===== config.mk =====
export PLATFORM = sky130hd
export DESIGN_NAME = fir_ctrl
export DESIGN_NICKNAME = d
export VERILOG_FILES = /design/src/rtl/fir_pkg.sv /design/src/rtl/fir_tag_pipe.sv /design/src/rtl/fir_ctrl.sv
export SDC_FILE = /design/constraint.sdc
export NUM_CORES = 1
export LEC_CHECK = 0
export ABC_AREA = 1
export BUFFER_PORTS_ARGS = -buffer_cell sky130_fd_sc_hd__buf_2
export CORE_MARGIN = 3
export CORE_UTILIZATION = 35
export CTS_BUF_LIST = sky130_fd_sc_hd__clkbuf_16
export CTS_CLUSTER_DIAMETER = 200
export DETAILED_ROUTE_END_ITERATION = 8
export MAX_ROUTING_LAYER = met4
export PLACE_DENSITY = 0.66
export SETUP_SLACK_MARGIN = 0.3
export SYNTH_ARGS = -nofsm -noshare
export SYNTH_HDL_FRONTEND = slang
export SYNTH_SLANG_ARGS = --single-unit

===== constraint.sdc =====
create_clock -name clk -period 1.8 [get_ports clk]
set_input_delay 0.54 -clock clk [delete_from_list [all_inputs] [get_ports clk]]
set_output_delay 0.54 -clock clk [all_outputs]
set_load 0.005 [all_outputs]

===== src/rtl/fir_pkg.sv =====
// Shared defaults, FSM state encoding and coefficient addresses for the
// fir_filter sequencer.
package fir_pkg;

  localparam int DEF_WIDTH = 8;
  localparam int DEF_TAPS  = 3;
  localparam int DEF_LAT   = 1;
  localparam int DEF_CNT_W = 16;

  typedef enum logic [1:0] {
    ST_IDLE  = 2'd0,
    ST_RUN   = 2'd1,
    ST_DRAIN = 2'd2,
    ST_LOAD  = 2'd3
  } state_e;

  localparam logic [1:0] ADDR_W1 = 2'd0;
  localparam logic [1:0] ADDR_W2 = 2'd1;
  localparam logic [1:0] ADDR_W3 = 2'd2;

endpackage


===== src/rtl/fir_tag_pipe.sv =====
// Valid-tag delay line that keeps m_valid aligned with the filter result
// of the sample that produced it.
module fir_tag_pipe #(
  parameter int DEPTH = 1
) (
  input  logic clk,
  input  logic rst_n,
  input  logic tag_i,
  output logic tag_o
);

  logic [DEPTH-1:0] pipe_q;

  // Shift form works for DEPTH == 1 as well as deeper pipes.
  always_ff @(posedge clk or negedge rst_n) begin
    if (!rst_n) begin
      pipe_q <= '0;
    end else begin
      pipe_q <= (pipe_q << 1) | DEPTH'(tag_i);
    end
  end

  assign tag_o = pipe_q[DEPTH-1];

endmodule


===== src/rtl/fir_ctrl.sv =====
// Sequencer for fir_filter: sample intake with zero-stuffing, shadow/active
// coefficients, zero-drain before coefficient swaps, and output tagging.
module fir_ctrl
  import fir_pkg::*;
#(
  parameter int WIDTH = DEF_WIDTH,
  parameter int TAPS  = DEF_TAPS,
  parameter int LAT   = DEF_LAT,
  parameter int CNT_W = DEF_CNT_W
) (
  input  logic               clk,
  input  logic               rst_n,
  input  logic               cfg_we,
  input  logic [1:0]         cfg_addr,
  input  logic [WIDTH-1:0]   cfg_data,
  input  logic               cfg_commit,
  input  logic               start,
  input  logic               stop,
  input  logic               s_valid,
  input  logic [WIDTH-1:0]   s_data,
  output logic               s_ready,
  output logic [WIDTH-1:0]   fir_in,
  output logic [WIDTH-1:0]   w_1,
  output logic [WIDTH-1:0]   w_2,
  output logic [WIDTH-1:0]   w_3,
  input  logic [2*WIDTH-1:0] fir_out,
  output logic               m_valid,
  output logic [2*WIDTH-1:0] m_data,
  output logic               busy,
  output logic [CNT_W-1:0]   sample_cnt
);

  localparam int DRAIN_LEN = TAPS + LAT;
  localparam int DCW       = $clog2(DRAIN_LEN + 1);

  state_e           state_q, state_d;
  logic [DCW-1:0]   drain_q, drain_d;
  logic             pend_commit_q, pend_commit_d;
  logic             pend_stop_q, pend_stop_d;
  logic             load_active;
  logic [WIDTH-1:0] sh1_q, sh2_q, sh3_q;
  logic [WIDTH-1:0] w1_q, w2_q, w3_q;
  logic [WIDTH-1:0] fir_in_q;
  logic             tag_q;
  logic [CNT_W-1:0] cnt_q;
  logic             accept;
  logic             clr_cnt;

  assign s_ready = (state_q == ST_RUN);
  assign busy    = (state_q != ST_IDLE);
  assign accept  = s_valid && s_ready;
  assign clr_cnt = (state_q == ST_IDLE) && start;

  // A commit from IDLE also raises pend_stop so LOAD returns to IDLE
  // instead of starting a stream nobody asked for.
  always_comb begin
    state_d       = state_q;
    drain_d       = drain_q;
    pend_commit_d = pend_commit_q;
    pend_stop_d   = pend_stop_q;
    load_active   = 1'b0;
    case (state_q)
      ST_IDLE: begin
        if (start) begin
          state_d = ST_RUN;
        end else if (cfg_commit) begin
          state_d       = ST_LOAD;
          pend_commit_d = 1'b1;
          pend_stop_d   = 1'b1;
        end
      end
      ST_RUN: begin
        if (cfg_commit || stop) begin
          state_d       = ST_DRAIN;
          drain_d       = DCW'(DRAIN_LEN - 1);
          pend_commit_d = pend_commit_q | cfg_commit;
          pend_stop_d   = pend_stop_q | stop;
        end
      end
      ST_DRAIN: begin
        pend_commit_d = pend_commit_q | cfg_commit;
        pend_stop_d   = pend_stop_q | stop;
        if (drain_q == '0) begin
          state_d = ST_LOAD;
        end else begin
          drain_d = drain_q - 1'b1;
        end
      end
      ST_LOAD: begin
        load_active   = pend_commit_q;
        pend_commit_d = 1'b0;
        pend_stop_d   = 1'b0;
        state_d       = pend_stop_q ? ST_IDLE : ST_RUN;
      end
      default: state_d = ST_IDLE;
    endcase
  end

  always_ff @(posedge clk or negedge rst_n) begin
    if (!rst_n) begin
      state_q       <= ST_IDLE;
      drain_q       <= '0;
      pend_commit_q <= 1'b0;
      pend_stop_q   <= 1'b0;
    end else begin
      state_q       <= state_d;
      drain_q       <= drain_d;
      pend_commit_q <= pend_commit_d;
      pend_stop_q   <= pend_stop_d;
    end
  end

  always_ff @(posedge clk or negedge rst_n) begin
    if (!rst_n) begin
      sh1_q <= '0;
      sh2_q <= '0;
      sh3_q <= '0;
    end else if (cfg_we) begin
      case (cfg_addr)
        ADDR_W1: sh1_q <= cfg_data;
        ADDR_W2: sh2_q <= cfg_data;
        ADDR_W3: sh3_q <= cfg_data;
        default: ;
      endcase
    end
  end

  // Reads the registered shadow, so a same-cycle write lands after the copy.
  always_ff @(posedge clk or negedge rst_n) begin
    if (!rst_n) begin
      w1_q <= '0;
      w2_q <= '0;
      w3_q <= '0;
    end else if (load_active) begin
      w1_q <= sh1_q;
      w2_q <= sh2_q;
      w3_q <= sh3_q;
    end
  end

  // Every cycle is a sample slot; idle slots feed zeros with no tag.
  always_ff @(posedge clk or negedge rst_n) begin
    if (!rst_n) begin
      fir_in_q <= '0;
      tag_q    <= 1'b0;
      cnt_q    <= '0;
    end else begin
      fir_in_q <= accept ? s_data : '0;
      tag_q    <= accept;
      if (clr_cnt) begin
        cnt_q <= '0;
      end else if (accept) begin
        cnt_q <= cnt_q + 1'b1;
      end
    end
  end

  fir_tag_pipe #(
    .DEPTH(LAT)
  ) u_tag_pipe (
    .clk   (clk),
    .rst_n (rst_n),
    .tag_i (tag_q),
    .tag_o (m_valid)
  );

  assign fir_in     = fir_in_q;
  assign w_1        = w1_q;
  assign w_2        = w2_q;
  assign w_3        = w3_q;
  assign m_data     = fir_out;
  assign sample_cnt = cnt_q;

endmodule

==> run_results.csv, run 1 <==
group,metric,value,unit
clock_network,holdBufCountCts,0,
global_route,grt-ovfl-total,0,
global_route,grt_max_degree,43,
global_route,antenna_found_initial,0,
final_layout,nFillCells,934,
pwr,sw_frac_of_total,31.7,%
setup_path,end_kind,"output pin",
synth,synth-seq-cells,81,
drt,met1Wirelength,3480,µm
drt,dr_wl_met3,455,µm
setup_path,crit_end,"busy",
final_layout,syn_to_final_growth,32.0,%
final_layout,final_cell_mix,"dfrtp_1, buf_2, nand2_1",
pwr,power_frac_comb,34.6,%
sta,final-setup-viol-count,0,
sta,max_freq,0.594,GHz
global_route,grt_pass1_vias,2643,
pwr,power_leakage,0.00242,µW
drt,wl_met2,4030,µm
global_route,global_route.usage.total,14.6,%
drt,viasPerCell,4.61,
pwr,pwr-share-clk,28.8,%
clock_network,cts_tree,"yes",
setup_path,crit_chain,"inv_2, ha_4, inv_4, buf_6",
pwr,p_seq_share,36.6,%
synth,synth_nets,411,
clock_network,clk_latency,340,ps
global_route,grt_pass1_wl,12800,µm
job,maxCapViolations,0,
place,portBuffers,75,
synth,synth_area_leaders,"dfrtp_1, mux2_2, nand2_1, o21ai_0, inv_1",
place,place.gp.congestion,0.827,
pwr,power_density,1500,mW/mm²
pwr,internal_power,4840,µW
synth,netlist_area,0.00357,mm²
clock_network,cts.path.max_buffers,2,
die,ioPinCount,108,
drt,num_vias,2713,
min_path,worstHoldPathType,"in -> async",
synth,synth_cell_types,30,
drt,drt_iter0_markers,102,
synth,async_flop_share,100,%
status,status,"finished, final reports clean",
drt,drc,0,
place,dpl_worst_slack,208,ps
setup_path,path_max_fanout,3,
pwr,p_switching,2250,µW
synth,synth_edf_count,0,
sta,rsz0062_at_grt,"yes",
pwr,ir_worst_vdd,0.489,mV
synth,syn_inst,362,
clock_network,cts_sinks,81,
sta,hold_violations,0,
die,std_cell_rows,36,
setup_path,crit_path_start_kind,"register",
sta,timing.slew.headroom,73.4,%
setup_path,reg2reg_depth,8,
drt,antenna_left,0,
synth,yosysSeqAreaShare,56.8,%
clock_network,clkSlewWorstSetupHoldPaths,70,ps
setup_path,criticalPathCategory,"reg -> out",
synth,syn_avg_cell_area,9.85,µm²
sta,finClkSkew,9.39,ps
sta,fin_ws,118,ps
drt,wire_per_inst,13.7,µm
setup_path,startpoint,"state_q[1]$_DFFE_PN0P_",
synth,synth_top_area_share,56.8,%
clock_network,h-tree-depth,3,
sta,tightest_slew,399,ps
setup_path,cp.arrival,1140,ps
setup_path,worstPathRequired,1260,ps
die,die_x,107,µm
setup_path,r2r_start,"state_q[1]$_DFFE_PN0P_",
synth,synthFlopType,"dfrtp_1",
drt,dr.pass1.iters,4,
sta,post-route-min-period,1680,ps
clock_network,root_buffer,"clkbuf_16",
setup_path,r2r_end,"sample_cnt[10]$_DFFE_PN0P_",
final_layout,drive_above_1_share,38.9,%
drt,topRoutingLayerUsed,"met4",
place,place.detailed.hpwl,5620,µm
sta,fin_crit_sh,93.4,%
die,die_area,0.0114,mm²
final_layout,final_common_cell,"dfrtp_1",
die,core,0.00982,mm²
die,start_util,36.3,%
die,die_y,107,µm
setup_path,r2r_slack,220,ps
synth,yosys_warnings,0,
clock_network,cts_made_buffers,9,
setup_path,cpPeakStageDelay,390,ps
final_layout,diodes,0,
sta,tns,0,ps
synth,synth_top_area_cell,"dfrtp_1",
sta,slew_violations,0,
setup_path,slowest_stage,"dfrtp_1",
drt,routed_wl,8030,µm
final_layout,nNetsFinal,499,
## power groups by stage
stage / Clock [µW] / Combinational (µW) / Sequential [µW]
floorplan: 0 / 1090 / 2590
global placement: 0 / 1720 / 2600
detailed placement: 0 / 1790 / 2630
CTS: 2090 / 2140 / 2600
global route: 2160 / 2720 / 2660
finish: 2040 / 2450 / 2590
## how the worst min path moves through the flow
stage,depth (start not counted),endpoint,from,slack (ps)
after floorplan,0,drain_q[0]$_DFFE_PN0P_,rst_n,240
after global placement,0,u_tag_pipe.tag_o$_DFF_PN0_,tag_q$_DFF_PN0_,370
after detailed placement,0,u_tag_pipe.tag_o$_DFF_PN0_,tag_q$_DFF_PN0_,360
after CTS,1,w_2[6]$_DFFE_PN0P_,rst_n,140
after global routing,1,w_2[6]$_DFFE_PN0P_,rst_n,160
final,1,w_2[6]$_DFFE_PN0P_,rst_n,140
## critical path, delay by kind of cell (launching register included)
kind | cells | cell delay (ps)
buffers and inverters | 3 | 260
DFF | 1 | 390
adders and majority gates | 1 | 160
## stage by stage
stage / util, % / power [µW] / instances / cell area, µm² / hold slack, ps
6_report: 48.0 / 7080 / 588 / 4710 / 137
5_1_grt: 48.0 / 7540 / 588 / 4710 / 158
4_1_cts: 46.1 / 6830 / 580 / 4530 / 138
3_5_place_dp: 41.2 / 4430 / 555 / 4040 / 365
3_3_place_gp: 41.2 / 4320 / 555 / 4040 / 369
2_1_floorplan: - / 3680 / 362 / 3570 / 244
## flip-flops by register name, summed over array words and instances, names as in the netlist
register / count
sh2_q: 8
w_1: 8
tag_q: 1
sh1_q: 8
pend_commit_q: 1
sample_cnt: 16
fir_in: 8
state_q: 2
w_2: 8
drain_q: 3
sh3_q: 8
pend_stop_q: 1
u_tag_pipe.tag_o: 1
w_3: 8
## layout make-up
cell class / instances / area, µm² / share of cell area [%]
multi-input cells: 216 / 1370 / 29.1
inverters: 42 / 163 / 3.45
repair buffers: 100 / 647 / 13.7
clock inverters: 7 / 108 / 2.28
clock buffers: 9 / 225 / 4.78
flip-flops and latches: 81 / 2030 / 43.1
well taps: 133 / 166 / 3.53
## routing by layer
| metal | vias up | track usage [%] |
|---|---|---|
| met5 | - | - |
| met4 | 0 | 5.39 |
| met3 | 12 | 3.13 |
| met2 | 81 | 24.1 |
| met1 | 1296 | 17.7 |
| li1 | 1324 | - |
## cell families after synthesis
| kind of cell | after synthesis | share of synthesized area, % |
|---|---|---|
| AOI/OAI and AO/OA | 55 | 8.10 |
| xor gates and xnor gates | 1 | 0.246 |
| adders and majority gates | 8 | 2.81 |
| buffers and inverters | 65 | 8.70 |
| DFF | 81 | 56.8 |
| muxes | 24 | 7.58 |
| and+or+nand+nor | 128 | 15.7 |
## synthesized netlist by cell type, types with 2 or more instances
cell type	number
dfrtp_1	81
nand2_1	65
inv_1	41
o21ai_0	40
nor2_1	35
mux2_2	24
buf_4	16
a21oi_1	8
ha_1	8
nand3_1	8
nand2_2	6
buf_2	5
nor2_4	3
nor3_1	3
a31oi_1	2
clkbuf_1	2
o21ai_1	2
## what timing repair did
item | CTS | global route
resized for setup | 17 | 33
pin swaps | 3 | 11
endpoints found under the setup margin | 36 | 38
cloned | 1 | 0
buffers inserted | 8 | 8
(Power assumes the default switching activity.)
==> inputs of run 2 (changes only) <==
==> constraint.sdc (replaced) <==
create_clock -name clk -period 2.18 [get_ports clk]
set_input_delay 0.654 -clock clk [delete_from_list [all_inputs] [get_ports clk]]
set_output_delay 0.654 -clock clk [all_outputs]
set_load 0.005 [all_outputs]
==> run 2 against run 1 <==
Non-clock buffer count shrank 17. Critical endpoint unchanged. Clock skew shrank 2.9 ps. Combinational power shrank 39%. Sequential share of layout area grew 3.2 points. Cell area shrank 7.0%. Wire length shrank 7.6%. Utilization shrank 3.4 points. Global-route usage shrank 0.44 points. Cell count shrank 2.9%. Total power shrank 25%.
==> run_results.csv, run 2 (synthesis results as in run 1) <==
group,metric,value,unit
global_route,grt-busiest-layer,"met2",
final_layout,utilization,44.6,%
setup_path,critPathMostFrequentCell,"inv_2",
die,die_area,0.0114,mm²
place,place.detailed.hpwl,5320,µm
sta,tightest_slew,593,ps
drt,drt_iter0_markers,106,
drt,routed_wl,7420,µm
die,die_y,107,µm
global_route,use_met2,22.4,%
die,core,0.00982,mm²
clock_network,holdBufCountCts,0,
sta,tns,0,ps
clock_network,clk_latency,330,ps
final_layout,final_cell_mix,"dfrtp_1, buf_2, nand2_1",
pwr,power_density,1210,mW/mm²
die,ioPinCount,108,
final_layout,nNetsFinal,482,
die,std_cell_rows,36,
drt,drc,0,
place,dp_cells,550,
global_route,antenna_found_initial,0,
final_layout,syn_to_final_growth,22.8,%
final_layout,nFillCells,979,
final_layout,drive_above_1_share,32.9,%
sta,slew_violations,0,
clock_network,clkSlewWorstSetupHoldPaths,60,ps
min_path,worstHoldPathType,"in -> async",
setup_path,r2r_start,"state_q[0]$_DFFE_PN0P_",
global_route,grt_use_met3,4.03,%
setup_path,slowest_stage,"dfrtp_2",
sta,timing.slew.headroom,60.3,%
final_layout,largest_reg_flops,16,
setup_path,worstPathRequired,1530,ps
final_layout,final_common_cell,"dfrtp_1",
place,portBuffers,75,
sta,holdWs,245,ps
drt,viasPerCell,4.59,
final_layout,final_area,0.00438,mm²
job,maxCapViolations,0,
setup_path,r2r_end,"w_3[7]$_DFFE_PN0P_",
sta,max_freq,0.545,GHz
setup_path,cp.arrival,1180,ps
setup_path,critPathTopFamily,"flip-flops",
clock_network,cts_made_buffers,9,
global_route,grt_pass1_wl,12400,µm
global_route,grt_max_degree,37,
clock_network,cts_tree,"yes",
sta,fin_crit_sh,84.2,%
setup_path,reg2reg_depth,4,
die,start_util,36.3,%
setup_path,cpPeakStageDelay,440,ps
global_route,grt_pass1_vias,2573,
setup_path,end_kind,"output pin",
final_layout,final_cells,571,
setup_path,r2r_slack,390,ps
drt,dr.pass1.iters,4,
global_route,global_route.usage.total,14.2,%
pwr,ir_worst_vdd,0.487,mV
global_route,met1_usage,17.7,%
drt,num_vias,2622,
drt,antenna_left,0,
sta,hold_violations,0,
place,place.gp.congestion,0.768,
pwr,power_leakage,0.00228,µW
clock_network,cts.path.max_buffers,2,
sta,finClkSkew,6.50,ps
global_route,grt-ovfl-total,0,
place,dpl-instance-area,0.00399,mm²
clock_network,h-tree-depth,3,
setup_path,crit_path_start_kind,"register",
setup_path,crit_chain,"inv_2, ha_2, inv_2, buf_2",
clock_network,root_buffer,"clkbuf_16",
setup_path,path_max_fanout,4,
drt,wire_per_inst,13.0,µm
die,die_x,107,µm
clock_network,cts_sinks,81,
sta,post-route-min-period,1840,ps
final_layout,diodes,0,
setup_path,worstPathBufferInverterCount,3,
status,status,"finished, final reports clean",
setup_path,criticalPathCategory,"reg -> out",
sta,final-setup-viol-count,0,
sta,rsz0062_at_grt,"no",
## run 2: report_power, final
| group | internal [µW] | total [µW] | leakage [µW] | switching [µW] |
|---|---|---|---|---|
| clock | 1030 | 1680 | 0.000163 | 652 |
| combinational | 746 | 1500 | 0.00108 | 755 |
| sequential | 1910 | 2130 | 0.00104 | 226 |
| total | 3680 | 5310 | 0.00228 | 1630 |
## run 2: repair_timing
action	CTS	global route
endpoints found under the setup margin	2	1
buffers inserted	5	0
gates resized for setup	5	2
## run 2: layout make-up
cell class	instances	area [µm²]	area share, %
clock buffer	9	225	5.14
clock inverter	7	106	2.43
inverter	42	158	3.60
multi-input combinational	216	1240	28.4
sequential	81	2030	46.3
tap	133	166	3.80
timing repair buffer	83	450	10.3
## run 2: worst max path at each step
stage	from	endpoint	slack, ps	cells past startpoint
global placement	state_q[1]$_DFFE_PN0P_	sample_cnt[13]$_DFFE_PN0P_	440	8
CTS	state_q[0]$_DFFE_PN0P_	busy	320	4
detailed placement	state_q[1]$_DFFE_PN0P_	sample_cnt[7]$_DFFE_PN0P_	400	7
finish	state_q[0]$_DFFE_PN0P_	busy	340	4
global route	state_q[0]$_DFFE_PN0P_	w_3[3]$_DFFE_PN0P_	300	4
floorplan	state_q[1]$_DFFE_PN0P_	sample_cnt[10]$_DFFE_PN0P_	730	7
## run 2: worst reg2reg max path: stages, from the launching register on
cell	delay, ps
dfrtp_2	440
buf_4	150
ha_1	220
nand2_2	450
mux2_2	420
## run 2: per-layer routing
layer | vias up | share of wire, %
met5 | - | 0
met4 | 0 | 0.94
met3 | 10 | 6.1
met2 | 65 | 48
met1 | 1257 | 45
li1 | 1290 | -
## run 2: metrics by stage
step                      setup WS (ps)  power (µW)
after floorplan                     731        3040
after global placement              437        3530
after detailed placement            399        3580
after CTS                           318        5380
after global routing                300        5690
final                               345        5310
==> inputs of run 3 (changes only) <==
--- a/config.mk
+++ b/config.mk
@@ -5,7 +5,7 @@
 export SDC_FILE = /design/constraint.sdc
 export NUM_CORES = 1
 export LEC_CHECK = 0
-export ABC_AREA = 1
+export ABC_AREA = 0
 export BUFFER_PORTS_ARGS = -buffer_cell sky130_fd_sc_hd__buf_2
 export CORE_MARGIN = 3
 export CORE_UTILIZATION = 35
==> constraint.sdc (replaced) <==
create_clock -name clk -period 1.74 [get_ports clk]
set_input_delay 0.522 -clock clk [delete_from_list [all_inputs] [get_ports clk]]
set_output_delay 0.522 -clock clk [all_outputs]
set_load 0.005 [all_outputs]
==> run 3 against run 2 <==
Utilization is 8.3 points higher. Critical path depth is 1 lower. Non-clock buffer count is 51 higher. Wire length is 17% higher. Combinational power is 120% higher. Global-route usage is 1.0 points higher. Cell area is 18% higher. First-iteration DRC count is 31% higher. Sequential share of layout area is 7.0 points lower. Sequential power is 29% higher. Critical path type unchanged. Critical endpoint is now s_ready. Largest cell class unchanged. Largest power group is now combinational cells.
==> run_results.csv, run 3 <==
group,metric,value,unit
place,place.detailed.hpwl,5240,µm
synth,netlist_area,0.00353,mm²
clock_network,cts.path.max_buffers,2,
clock_network,cts_sinks,81,
setup_path,r2r_slack,40,ps
synth,synthFlopType,"dfrtp_1",
synth,synthXorXnorAreaFrac,2.24,%
synth,syn_avg_cell_area,12.7,µm²
setup_path,path_max_fanout,4,
global_route,grt_max_degree,35,
setup_path,cpPeakStageDelay,460,ps
drt,wire_per_inst,16.2,µm
global_route,grt-ovfl-total,0,
die,start_util,36.1,%
synth,synth-adder-area-share,2.84,%
final_layout,largest_reg_flops,16,
final_layout,final_area,0.00517,mm²
die,die_area,0.0113,mm²
final_layout,final_cell_mix,"dfrtp_1, buf_2, mux2_2",
place,place.gp.congestion,0.795,
sta,timing.slew.headroom,73.6,%
sta,finClkSkew,5.41,ps
setup_path,crit_path_start_kind,"register",
job,maxCapViolations,0,
clock_network,h-tree-depth,3,
min_path,worstHoldPathType,"in -> async",
clock_network,clk_latency,330,ps
setup_path,crit_chain,"ha_4, buf_6, buf_6",
drt,viasPerCell,4.91,
final_layout,drive_above_1_share,62.1,%
synth,async_flop_share,100,%
sta,slew_violations,0,
synth,synth_cell_types,43,
global_route,global_route.usage.total,15.2,%
sta,fin_crit_sh,99.5,%
final_layout,multi_input_area,0.00163,mm²
clock_network,holdBufCountCts,0,
synth,yosysMostFrequentCell,"dfrtp_1",
synth,synth_edf_count,0,
die,ioPinCount,108,
synth,synth-seq-cells,81,
sta,post-route-min-period,1730,ps
die,die_y,106,µm
setup_path,cp.arrival,1210,ps
sta,tns,0,ps
sta,final-setup-viol-count,0,
synth,yosys_warnings,0,
final_layout,regArea,0.00204,mm²
clock_network,cts_tree,"yes",
place,portBuffers,75,
drt,met1Wirelength,3760,µm
final_layout,nNetsFinal,448,
global_route,grt_pass1_vias,2659,
synth,yosysSeqAreaShare,57.5,%
global_route,grt_pass1_wl,13300,µm
drt,wl_met2,4460,µm
synth,synthMuxAreaShare,15.6,%
sta,tightest_slew,396,ps
synth,synth_top_area_cell,"dfrtp_1",
die,die_x,106,µm
drt,dr_wl_met3,427,µm
drt,antenna_left,0,
pwr,power_density,1550,mW/mm²
synth,synth-simple-area-share,12.1,%
clock_network,cts_made_buffers,9,
setup_path,critPathMostFrequentCell,"buf_6",
die,std_cell_rows,36,
synth,synth_top_area_share,57.5,%
setup_path,slowest_stage,"dfrtp_2",
drt,topRoutingLayerUsed,"met4",
setup_path,end_kind,"output pin",
drt,routed_wl,8700,µm
drt,drt_iter0_markers,139,
final_layout,diodes,0,
pwr,power_leakage,0.00245,µW
setup_path,worstPathRequired,1220,ps
synth,syn_inst,277,
synth,synth_top_family_by_area,"multiplexers",
drt,num_vias,2636,
sta,max_freq,0.578,GHz
synth,synth_area_leaders,"dfrtp_1, mux2_2, buf_4, ha_1, nor2_1",
synth,synth-compound-area-share,4.86,%
drt,drc,0,
global_route,antenna_found_initial,0,
status,status,"finished, final reports clean",
clock_network,root_buffer,"clkbuf_16",
clock_network,clkSlewWorstSetupHoldPaths,70,ps
final_layout,nFillCells,832,
sta,hold_violations,0,
drt,dr.pass1.iters,4,
setup_path,criticalPathCategory,"reg -> out",
final_layout,final_common_cell,"dfrtp_1",
pwr,ir_worst_vdd,0.835,mV
final_layout,syn_to_final_growth,46.8,%
synth,synth_common_cells,"dfrtp_1, mux2_2, nor2_1",
synth,synth_nets,326,
die,core,0.00977,mm²
place,dpl-instance-area,0.00412,mm²
sta,rsz0062_at_grt,"yes",
run 3: changes by cell type in the layout (fill, tap and decap cells not counted), moves of 6 or more:
cell | before | now
nor2_1 | 35 | 18
dfrtp_2 | 1 | 8
inv_1 | 38 | 3
buf_4 | 8 | 42
mux2_2 | 24 | 48
dfrtp_1 | 80 | 73
buf_6 | 0 | 18
and3_4 | 0 | 8
o21ai_0 | 40 | 3
buf_2 | 74 | 68
nand2_1 | 65 | 11
run 3: critical path: cells and delay by family (launching register included):
kind       cells  cell delay, ps
fa+ha+maj      1             200
buf+inv        2             220
flops          1             460
run 3: cells by family after synthesis:
kind of cell    after synthesis
simple gates                 75
fa+ha+maj                     8
xor+xnor                      9
flops                        81
buf+inv                      29
compound gates               26
mux                          49
run 3: layout make-up:
cell class | instances | share of cell area [%]
Inverter | 6 | 0.484
Tap cell | 133 | 3.22
Multi-Input combinational cell | 167 | 31.4
Clock buffer | 9 | 4.35
Sequential cell | 81 | 39.4
Clock inverter | 7 | 1.64
Timing Repair Buffer | 134 | 19.5
run 3: through the flow:
stage | worst slack (ps) | utilization (%) | instances | total power [µW] | hold slack [ps]
after global placement | 110 | 42.1 | 475 | 4770 | 347
final | 9.47 | 52.9 | 537 | 8000 | 95.4
after global routing | -29.6 | 52.9 | 537 | 8460 | 105
after CTS | 14.8 | 49.7 | 522 | 7640 | 99.3
after detailed placement | 59.9 | 42.1 | 475 | 4870 | 346
after floorplan | 152 | - | 277 | 4090 | 226
run 3: final timing paths:
check	startpoint	end	cells after the start
worst max-delay path	state_q[0]$_DFFE_PN0P_	s_ready	3
worst min-delay path	rst_n	sh3_q[4]$_DFFE_PN0P_	1
worst max register to register	state_q[0]$_DFFE_PN0P_	w_3[6]$_DFFE_PN0P_	6
worst min register to register	tag_q$_DFF_PN0_	u_tag_pipe.tag_o$_DFF_PN0_	0
max in group asynchronous	rst_n	sample_cnt[14]$_DFFE_PN0P_	2
min in group clk	tag_q$_DFF_PN0_	u_tag_pipe.tag_o$_DFF_PN0_	0
run 3: routing by layer:
| layer | global-route usage [%] | up-vias |
|---|---|---|
| li1 | - | 1211 |
| met1 | 18.4 | 1331 |
| met4 | 4.81 | 0 |
| met3 | 3.34 | 10 |
| met5 | - | - |
| met2 | 25.4 | 84 |
run 3: power breakdown:
| group | internal (µW) | switching, µW |
|---|---|---|
| logic | 1970 | 1310 |
| registers | 2430 | 315 |
| clock network | 1140 | 824 |
| total | 5550 | 2450 |
run 3: what timing repair did:
| item | CTS | global route |
|---|---|---|
| setup endpoints to repair | 54 | 67 |
| gates resized for setup | 32 | 43 |
| pin swaps | 14 | 19 |
| gates cloned | 3 | 0 |
| setup buffers | 28 | 15 |
